[config.mk]
export PLATFORM = sky130hd
export DESIGN_NAME = h_frame_sched_flat
export DESIGN_NICKNAME = d
export VERILOG_FILES = /design/src/rtl/h_frame_sched_pkg.sv /design/src/rtl/h_frame_sched_if.sv /design/src/rtl/h_frame_sched_gap_timer.sv /design/src/rtl/h_frame_sched.sv /design/src/flat_wrapper.sv
export SDC_FILE = /design/constraint.sdc
export NUM_CORES = 1
export LEC_CHECK = 0
export CORE_MARGIN = 1.5
export CORE_UTILIZATION = 55
export CTS_CLUSTER_DIAMETER = 150
export DETAILED_ROUTE_END_ITERATION = 12
export PLACE_DENSITY = 0.8
export SETUP_SLACK_MARGIN = 0.02
export SYNTH_ARGS = -nofsm -noshare
export SYNTH_HDL_FRONTEND = slang
export SYNTH_SLANG_ARGS = --single-unit
[constraint.sdc]
create_clock -name clk -period 2.9 [get_ports clk]
set_input_delay 0.435 -clock clk [delete_from_list [all_inputs] [get_ports clk]]
set_output_delay 0.435 -clock clk [all_outputs]
set_load 0.1 [all_outputs]
[src/rtl/h_frame_sched_pkg.sv]
// rtl/h_frame_sched_pkg.sv - shared types and constants for the frame scheduler
package h_sched_pkg;

  typedef enum logic [2:0] {
    S_IDLE,
    S_WAIT_SINK,
    S_LOAD,
    S_RUN,
    S_GAP,
    S_FINISH
  } state_t;

  // Nominal datapath burst: 16 symbols x 8 cycles.
  localparam int BURST_LEN = 128;

  // Default cycles allowed in RUN before the watchdog trips.
  localparam int WDOG_DEFAULT = 255;

endpackage

[src/rtl/h_frame_sched_if.sv]
// rtl/h_frame_sched_if.sv - control/datapath bundle between top control and the scheduler
interface h_frame_sched_if #(
  parameter int FRAME_W = 8,
  parameter int GAP_W   = 4
);
  logic               start;
  logic [FRAME_W-1:0] num_frames;
  logic [GAP_W-1:0]   gap_cycles;
  logic               sink_ready;
  logic               abort;
  logic               tx_en;
  logic               load_h;
  logic               dp_rst;
  logic               busy;
  logic [FRAME_W-1:0] frame_idx;
  logic               done;
  logic               err;

  // Controller / datapath side driving the scheduler.
  modport master (
    output start, num_frames, gap_cycles, sink_ready, abort, tx_en,
    input  load_h, dp_rst, busy, frame_idx, done, err
  );

  // Scheduler side.
  modport slave (
    input  start, num_frames, gap_cycles, sink_ready, abort, tx_en,
    output load_h, dp_rst, busy, frame_idx, done, err
  );
endinterface

[src/rtl/h_frame_sched_gap_timer.sv]
// rtl/h_frame_sched_gap_timer.sv - inter-frame gap down-counter
module h_gap_timer #(
  parameter int GAP_W = 4
) (
  input  logic             clk,
  input  logic             rst,
  input  logic             load_i,
  input  logic [GAP_W-1:0] load_val_i,
  input  logic             en_i,
  output logic             expire_o
);
  logic [GAP_W-1:0] cnt_q, cnt_d;

  // Load on entry to the gap, then count down while the gap state is active.
  always_comb begin
    cnt_d = cnt_q;
    if (load_i) begin
      cnt_d = load_val_i;
    end else if (en_i && cnt_q != '0) begin
      cnt_d = cnt_q - GAP_W'(1);
    end
  end

  // Counter register.
  always_ff @(posedge clk) begin
    if (rst) cnt_q <= '0;
    else     cnt_q <= cnt_d;
  end

  // Last gap cycle is the one where the count has reached 1.
  assign expire_o = en_i && (cnt_q == GAP_W'(1));

endmodule

[src/rtl/h_frame_sched.sv]
// rtl/h_frame_sched.sv - frame-level load/gap/watchdog scheduler for the H/S read datapath
module h_frame_sched
  import h_sched_pkg::*;
#(
  parameter int FRAME_W = 8,
  parameter int GAP_W   = 4,
  parameter int WDOG    = WDOG_DEFAULT
) (
  input logic             clk,
  input logic             rst,
  h_frame_sched_if.slave  bus
);
  localparam int WD_W = $clog2(WDOG + 1);

  state_t             state_q, state_d;
  logic               seen_q, seen_d;
  logic [WD_W-1:0]    wd_q, wd_d;
  logic [FRAME_W-1:0] num_q, num_d;
  logic [GAP_W-1:0]   gap_q, gap_d;
  logic [FRAME_W-1:0] idx_q, idx_d;
  logic               err_q, err_d;
  logic               load_h_q, load_h_d;
  logic               dp_rst_q, dp_rst_d;
  logic               busy_q, busy_d;
  logic               done_q, done_d;
  logic               gap_load, gap_expire;
  logic               frame_end, last_frame, wd_hit;

  h_gap_timer #(.GAP_W(GAP_W)) u_gap (
    .clk        (clk),
    .rst        (rst),
    .load_i     (gap_load),
    .load_val_i (gap_q),
    .en_i       (state_q == S_GAP),
    .expire_o   (gap_expire)
  );

  assign frame_end  = seen_q && !bus.tx_en;
  assign last_frame = (idx_q == num_q - FRAME_W'(1));
  assign wd_hit     = (wd_q == WD_W'(WDOG - 1));

  // Next-state and registered-output decode; abort overrides everything below it.
  always_comb begin
    state_d  = state_q;
    seen_d   = seen_q;
    wd_d     = wd_q;
    num_d    = num_q;
    gap_d    = gap_q;
    idx_d    = idx_q;
    err_d    = err_q;
    dp_rst_d = 1'b0;
    done_d   = 1'b0;
    gap_load = 1'b0;

    case (state_q)
      S_IDLE: begin
        if (bus.start) begin
          err_d = 1'b0;
          if (bus.num_frames != '0) begin
            num_d   = bus.num_frames;
            gap_d   = bus.gap_cycles;
            idx_d   = '0;
            state_d = S_WAIT_SINK;
          end else begin
            done_d = 1'b1;
          end
        end
      end
      S_WAIT_SINK: if (bus.sink_ready) state_d = S_LOAD;
      S_LOAD: begin
        seen_d  = 1'b0;
        wd_d    = '0;
        state_d = S_RUN;
      end
      S_RUN: begin
        seen_d = seen_q | bus.tx_en;
        wd_d   = wd_q + WD_W'(1);
        if (wd_hit) begin
          err_d    = 1'b1;
          dp_rst_d = 1'b1;
          state_d  = S_IDLE;
        end else if (frame_end) begin
          if (last_frame) begin
            state_d = S_FINISH;
          end else begin
            idx_d = idx_q + FRAME_W'(1);
            if (gap_q != '0) begin
              gap_load = 1'b1;
              state_d  = S_GAP;
            end else begin
              state_d = S_WAIT_SINK;
            end
          end
        end
      end
      S_GAP:    if (gap_expire) state_d = S_WAIT_SINK;
      S_FINISH: state_d = S_IDLE;
      default:  state_d = S_IDLE;
    endcase

    if (bus.abort && state_q != S_IDLE) begin
      state_d  = S_IDLE;
      dp_rst_d = 1'b1;
      err_d    = err_q;
      idx_d    = idx_q;
      gap_load = 1'b0;
    end

    // FINISH is a one-cycle completion marker, so busy is already low while done pulses.
    load_h_d = (state_d == S_LOAD);
    busy_d   = (state_d inside {S_WAIT_SINK, S_LOAD, S_RUN, S_GAP});
    done_d   = done_d || (state_d == S_FINISH);
  end

  // State, configuration and output registers.
  always_ff @(posedge clk) begin
    if (rst) begin
      state_q  <= S_IDLE;
      seen_q   <= 1'b0;
      wd_q     <= '0;
      num_q    <= '0;
      gap_q    <= '0;
      idx_q    <= '0;
      err_q    <= 1'b0;
      load_h_q <= 1'b0;
      dp_rst_q <= 1'b0;
      busy_q   <= 1'b0;
      done_q   <= 1'b0;
    end else begin
      state_q  <= state_d;
      seen_q   <= seen_d;
      wd_q     <= wd_d;
      num_q    <= num_d;
      gap_q    <= gap_d;
      idx_q    <= idx_d;
      err_q    <= err_d;
      load_h_q <= load_h_d;
      dp_rst_q <= dp_rst_d;
      busy_q   <= busy_d;
      done_q   <= done_d;
    end
  end

  assign bus.load_h    = load_h_q;
  assign bus.dp_rst    = dp_rst_q;
  assign bus.busy      = busy_q;
  assign bus.frame_idx = idx_q;
  assign bus.done      = done_q;
  assign bus.err       = err_q;

endmodule

[src/flat_wrapper.sv]
// flat-port wrapper written by rule: the top's interface ports become plain ports
module h_frame_sched_flat import h_sched_pkg::*;
#(
  parameter int FRAME_W = 8,
  parameter int GAP_W   = 4,
  parameter int WDOG    = WDOG_DEFAULT
)
  (clk, rst, bus_start, bus_num_frames, bus_gap_cycles, bus_sink_ready, bus_abort, bus_tx_en, bus_load_h, bus_dp_rst, bus_busy, bus_frame_idx, bus_done, bus_err);
  h_frame_sched_if #(.FRAME_W(FRAME_W), .GAP_W(GAP_W)) bus_i ();
  input logic clk;
  input logic rst;
  input wire logic [$bits(bus_i.start)-1:0] bus_start;
  input wire logic [$bits(bus_i.num_frames)-1:0] bus_num_frames;
  input wire logic [$bits(bus_i.gap_cycles)-1:0] bus_gap_cycles;
  input wire logic [$bits(bus_i.sink_ready)-1:0] bus_sink_ready;
  input wire logic [$bits(bus_i.abort)-1:0] bus_abort;
  input wire logic [$bits(bus_i.tx_en)-1:0] bus_tx_en;
  output wire logic [$bits(bus_i.load_h)-1:0] bus_load_h;
  output wire logic [$bits(bus_i.dp_rst)-1:0] bus_dp_rst;
  output wire logic [$bits(bus_i.busy)-1:0] bus_busy;
  output wire logic [$bits(bus_i.frame_idx)-1:0] bus_frame_idx;
  output wire logic [$bits(bus_i.done)-1:0] bus_done;
  output wire logic [$bits(bus_i.err)-1:0] bus_err;
  assign bus_i.start = bus_start;
  assign bus_i.num_frames = bus_num_frames;
  assign bus_i.gap_cycles = bus_gap_cycles;
  assign bus_i.sink_ready = bus_sink_ready;
  assign bus_i.abort = bus_abort;
  assign bus_i.tx_en = bus_tx_en;
  assign bus_load_h = bus_i.load_h;
  assign bus_dp_rst = bus_i.dp_rst;
  assign bus_busy = bus_i.busy;
  assign bus_frame_idx = bus_i.frame_idx;
  assign bus_done = bus_i.done;
  assign bus_err = bus_i.err;
  h_frame_sched #(.FRAME_W(FRAME_W), .GAP_W(GAP_W), .WDOG(WDOG)) u_core (.clk(clk), .rst(rst), .bus(bus_i));
endmodule
## Word level (Yosys, flattened, before mapping)

Index checks and enable logic that the tools add are counted.

- Flip-flop bits (word level): 41
- Input port bits: 18
- Output and inout bits: 13
- Logic and storage cells: 89

- Add/sub/neg operators: 4
- Equal/unequal tests: 18
- Multiplexer cells: 35
- Bitwise gates (word level): 2
- Reduce and logical (&&, ||, !) cells: 18

Operators by type and width:

| operator | number |
|---|---|
| $mux W8 | 5 |
| $pmux W8 S2 | 2 |
| $mux W3 | 9 |
| $add A8 B1 Y8 const B | 2 |
| $pmux W3 S5 | 1 |
| $mux W1 | 14 |
| $eq A3 B2 Y1 const B | 4 |
| $reduce_bool A4 Y1 | 3 |
| $eq A3 B3 Y1 const B | 3 |
| $eq A8 B8 Y1 | 1 |
| $eq A8 B8 Y1 const B | 1 |
| $mux W4 | 2 |
| $reduce_bool A8 Y1 | 1 |
| $sub A8 B1 Y8 const B | 1 |
| $reduce_and A7 Y1 | 1 |
| $eq A3 B1 Y1 const B | 2 |
| $ne A2 B1 Y1 const B | 3 |
| $ne A2 B2 Y1 const B | 3 |
| $reduce_bool A2 Y1 | 3 |
| $eq A4 B1 Y1 const B | 1 |
| $logic_and A1 B1 Y1 | 4 |
| $pmux W1 S2 | 2 |
| $reduce_and A4 Y1 | 1 |
| $sub A4 B1 Y4 const B | 1 |
| other kinds (7) | 7 |

## Longest topological paths before layout

- Depth after elaboration: 9
- Gate-level depth with buffers: 10
- Mapped depth without buffers: 9

## Cells and area by module

From an unflattened synthesis, not the netlist that was laid out.

- Cell total of the unflattened synthesis: 273
- Area total of the unflattened synthesis: 2283.4 µm²

By module, submodules not included:

| module | instances | cells an instance | area an instance (µm²) | seq. area each (µm²) |
|---|---|---|---|---|
| h_frame_sched | 1 | 243 | 2019.4 | 740.7 |
| h_gap_timer | 1 | 30 | 264.0 | 80.1 |

## Least setup slack after synthesis

Ideal clock, no wire load.

- Kind: register to register
- From: reg u_core.idx_q[5], in the netlist u_core.bus.frame_idx[5]
- To: reg u_core.done_q, in the netlist u_core.bus.done
- Setup time: 70 ps
- Data arrival time: 2746 ps
- Data required time: 2830 ps
- Slack: 84 ps
- Cell stages (with the launch flop): 8
- Path buffers: 0
- Clock period less this slack: 2816 ps
- Cell sequence: dfxtp_1 -> xor2_1 -> nand3_1 -> a2111oi_2 -> o311a_4 -> o22ai_2 -> or4b_1 -> a21oi_1

- Cells in the longest elaborated chain, start to end: 8

Ends and longest elaborated chain:

| item | line | source |
|---|---|---|
| from (decl) | h_frame_sched.sv:20 | `logic [FRAME_W-1:0] idx_q, idx_d;` |
| from (signal assigned) | h_frame_sched.sv:135 | `idx_q <= idx_d;` |
| $eq A8 B8 Y1 | h_frame_sched.sv:39 | `assign last_frame = (idx_q == num_q - FRAME_W'(1));` |
| $mux W3 | h_frame_sched.sv:83 | `if (last_frame) begin` |
| $mux W3 | h_frame_sched.sv:82 | `end else if (frame_end) begin` |
| $mux W3 | h_frame_sched.sv:78 | `if (wd_hit) begin` |
| $pmux W3 S5 | h_frame_sched.sv:55 | `case (state_q)` |
| $mux W3 | h_frame_sched.sv:101 | `if (bus.abort && state_q != S_IDLE) begin` |
| $eq A3 B3 Y1 | h_frame_sched.sv:112 | `done_d = done_d \|\| (state_d == S_FINISH);` |
| $logic_or A1 B1 Y1 | h_frame_sched.sv:112 |  |
| to (signal assigned) | h_frame_sched.sv:140 | `done_q <= done_d;` |
| to (decl) | h_frame_sched.sv:25 | `logic done_q, done_d;` |

Every way passes these cells.
A chain may end at the register's enable or synchronous reset.

## Worst setup path after layout

- From: reg u_core.num_q[0]
- To: reg u_core.done_q, in the netlist u_core.bus.done

- Cells in the longest elaborated chain, start to end: 9

Ends and longest elaborated chain:

| item | line | source |
|---|---|---|
| from (decl) | h_frame_sched.sv:18 | `logic [FRAME_W-1:0] num_q, num_d;` |
| from (signal assigned) | h_frame_sched.sv:133 | `num_q <= num_d;` |
| $sub A8 B1 Y8 | h_frame_sched.sv:39 |  |
| $eq A8 B8 Y1 | h_frame_sched.sv:39 |  |
| $mux W3 | h_frame_sched.sv:83 |  |
| $mux W3 | h_frame_sched.sv:82 |  |
| $mux W3 | h_frame_sched.sv:78 |  |
| $pmux W3 S5 | h_frame_sched.sv:55 |  |
| $mux W3 | h_frame_sched.sv:101 |  |
| $eq A3 B3 Y1 | h_frame_sched.sv:112 |  |
| $logic_or A1 B1 Y1 | h_frame_sched.sv:112 |  |

Every way passes these cells.

==> results by group <==
Synth
  • Post-Synth Adder-Cell Area: 4.15%
  • YS warnings: 0
  • Post-synth top area share: 34.9%
  • Syn Inst Count: 289
  • Post-synth EDFFs: 0
  • Synth unique cells: 55
  • Post-Syn Area: 0.00235 sq mm
  • Xor-xnor portion of the synthesized cell area: 4.85%
  • Multiplexer share of the synthesized area: 3.41%
  • Area leader, netlist: dfxtp_1
  • Syn Nets: 314
  • Simple-gate share of the synthesized area: 28.4%
  • Seq/Total Area, Yosys: 34.9%
  • Synth area leaders: dfxtp_1 35%, nand2_1 5.9%, a21oi_1 5.8%
  • Mean cell area of the mapped netlist: 8.13 sq um
  • #FFs+latches synth: 41
  • Synth Flop Type: dfxtp_1
  • Post-synthesis compound-gate area fraction: 20.6%
  • Combinational family with the most area after synthesis: simple AND/OR/NAND/NOR gates
  • Asr flop ratio synth: 0%

Clock network
  • Worst skew pair latency: 0.29 ns
  • Clock transition at path regs: 0.08 ns
  • TritonCTS clock tree: built
  • Clk root buf: clkbuf_8
  • Hold buffers post-CTS: 0
  • Clock sink count: 41
  • H-tree Lvls: 2
  • Clock buffer count from CTS: 5
  • Resize count post-CTS: 0
  • Clock Tree Buf Depth: 2
  • Post-CTS Setup Inserts: 0

Critical path
  • Crit end category: flip-flop
  • Type of origin of the critical path: flip-flop
  • R2R depth: 8
  • Critical setup path kind: flip-flop to flip-flop
  • Worst-path cell chain: inv_1, ha_1, xnor2_1, a2111oi_2, o311a_4, o22ai_2, or4b_1, a21oi_1
  • CP peak stage delay: 0.51 ns
  • Critical path arrival: 2.82 ns
  • Crit Path Max Fanout: 7
  • FF-to-FF setup slack: 0.31 ns
  • Required time worst endpoint: 3.13 ns
  • Slowest stage cell, crit path: or4b_1

GRT
  • GR Overflow Total: 0
  • Largest net degree at the start of global routing: 21
  • Initial antenna violation count: 0
  • Tot GR Track Use: 25.0%
  • First-pass GRT wire length: 8800 microns
  • Via count of the first global-routing pass: 2015

STA
  • Max Slew Vio Count: 0
  • Final setup viols: 0
  • Fin crit share: 89.3%
  • Crit path time final: 2.59 ns
  • Hold Slack: 0.477 ns
  • Least-Margin Pin Slew: 0.541 ns
  • Clk_skew: 0.00867 ns
  • Slew HR: 63.6%
  • RSZ-0062 raised after global routing: no
  • Final hold vios: 0
  • TNS Setup: 0 ns
  • Highest clock rate: 386 MHz

Placement
  • Dpl hpwl: 4210 microns
  • # port buffers: 30
  • Placed cell area: 0.00268 sq mm
  • Gpl congestion: 0.943

Cells and area
  • Layout Nets: 347
  • Synthesis-to-finish area growth: 17.6%
  • # diodes: 0
  • Cell area after layout: 0.00276 sq mm
  • Layout cell share with drive strength beyond 1: 13.4%

Route
  • Via/cell ratio: 5.86
  • Routed len/inst: 14.5 microns
  • Final WL: 5380 microns
  • DRC: 0
  • Post-DRT Antenna Nets: 0
  • Initial DRC count: 101
  • DR vias: 2180
  • 1st-pass router iterations: 4

Run status
  • Run status: finished, final reports clean

Flow run
  • Max Cap Violations: 0

Floorplanning
  • IO Pins: 31
  • Core ar.: 0.00406 sq mm
  • Die H: 68.4 microns
  • Starting Density: 57.9%
  • Num rows: 23
  • Full die area: 0.00467 sq mm
  • Die Span X: 68.4 microns

Power and ir drop
  • Power per Cell Area: 476 mW/mm^2
  • IR drop worst, VDD: 0.264 mV
  • P_leak: 0.999 nW
  • Pwr Total: 0.00132 W

Worst hold path
  • Cells on Worst Hold Path: 2
  • Min-Delay Path Class: flip-flop to flip-flop
-- through the flow --
| stage | std cells | util (%) | setup slack (ns) |
|---|---|---|---|
| finish | 372 | 68.1 | 0.309 |
| global route | 372 | 68.1 | 0.164 |
| CTS | 372 | 68.1 | 0.311 |
| detailed placement | 365 | 66.0 | 0.146 |
| global placement | 365 | 66.0 | 0.211 |
| floorplan | 289 | - | 0.0835 |
-- cell type report --
cell class | instances | area, sq um
Tap cell | 50 | 62.6
Multi-Input combinational cell | 228 | 1440
Clock buffer | 7 | 86.3
Sequential cell | 41 | 821
Inverter | 10 | 37.5
Fill cell | 359 | 1290
Timing Repair Buffer | 36 | 313
-- cells in the final DEF (no fill, tap or decap), drive strengths merged, types with 3 or more instances in the layout --
cell / count
xor2: 5
dfxtp: 41
or4: 3
nand4: 4
or2: 4
o211ai: 5
a21oi: 29
a21boi: 3
ha: 7
nor2: 35
nand3b: 3
inv: 9
a211o: 3
xnor2: 8
nor2b: 5
o21ai: 10
a21o: 3
clkdlybuf4s50: 17
buf: 19
clkbuf: 7
mux2i: 8
nor3: 8
nand2: 37
nand3: 8
nor4: 7
nand2b: 3
or3: 6
-- Yosys cell counts, drive strengths merged, types with 3 or more instances --
cell type,number
o211ai,5
mux2i,8
a21boi,3
a21oi,29
clkbuf,7
nand4,4
or3,6
buf,3
dfxtp,41
inv,9
a21o,3
nand2,37
ha,7
o21ai,10
nor2,35
nor2b,5
xor2,5
nand3b,3
nand2b,3
or2,4
xnor2,8
nor4,7
nand3,8
or4,3
a211o,3
nor3,8
-- path summary, 6_finish.rpt --
path | to | startpoint
setup reg to reg | u_core.bus.done$_SDFF_PP0_ | u_core.num_q[0]$_SDFFE_PP0P_
setup / recovery | u_core.bus.done$_SDFF_PP0_ | u_core.num_q[0]$_SDFFE_PP0P_
hold / removal | u_core.u_gap.cnt_q[1]$_SDFFE_PP0P_ | u_core.gap_q[1]$_SDFFE_PP0P_
hold reg to reg | u_core.u_gap.cnt_q[1]$_SDFFE_PP0P_ | u_core.gap_q[1]$_SDFFE_PP0P_
-- report_power, final --
part	switching (W)	internal, W
Clock	0.000185	0.000189
Combinational	0.000190	0.000126
Sequential	0.0000354	0.000590
-- logic make-up (layout without fill, tap and decap cells) --
logic type,after synthesis,count (layout)
flip-flops,41,41
multiplexers,8,8
buffers and inverters,20,53
XOR/XNOR,13,13
adder cells (fa/ha/maj),8,8
AND/OR/NAND/NOR,131,131
AO/OA/AOI/OAI,68,68
-- flip-flops by register name, summed over array words and instances, names as in the netlist --
register and cells:
u_core.bus.frame_idx 8, u_core.num_q 8, u_core.wd_q 8, u_core.gap_q 4, u_core.u_gap.cnt_q 4, u_core.state_q 3
u_core.bus.busy 1, u_core.bus.done 1, u_core.bus.dp_rst 1, u_core.bus.err 1, u_core.bus.load_h 1, u_core.seen_q 1
-- worst max-delay path, delay by kind of cell (launching register included) --
| family | cells | cell delay [ns] |
|---|---|---|
| compound gates | 4 | 1.04 |
| xor+xnor | 1 | 0.14 |
| fa+ha+maj | 1 | 0.30 |
| buf+inv | 1 | 0.08 |
| flops | 1 | 0.45 |
| simple gates | 1 | 0.51 |
-- per-layer routing --
metal / up-vias / share of wire [%] / global-route usage [%]
met1: 1030 / 44 / 28.9
met4: 0 / 1.3 / 8.00
li1: 1092 / - / -
met5: - / 0 / 0
met3: 8 / 4.0 / 5.26
met2: 50 / 50 / 45.5
(Power assumes the default switching activity.)
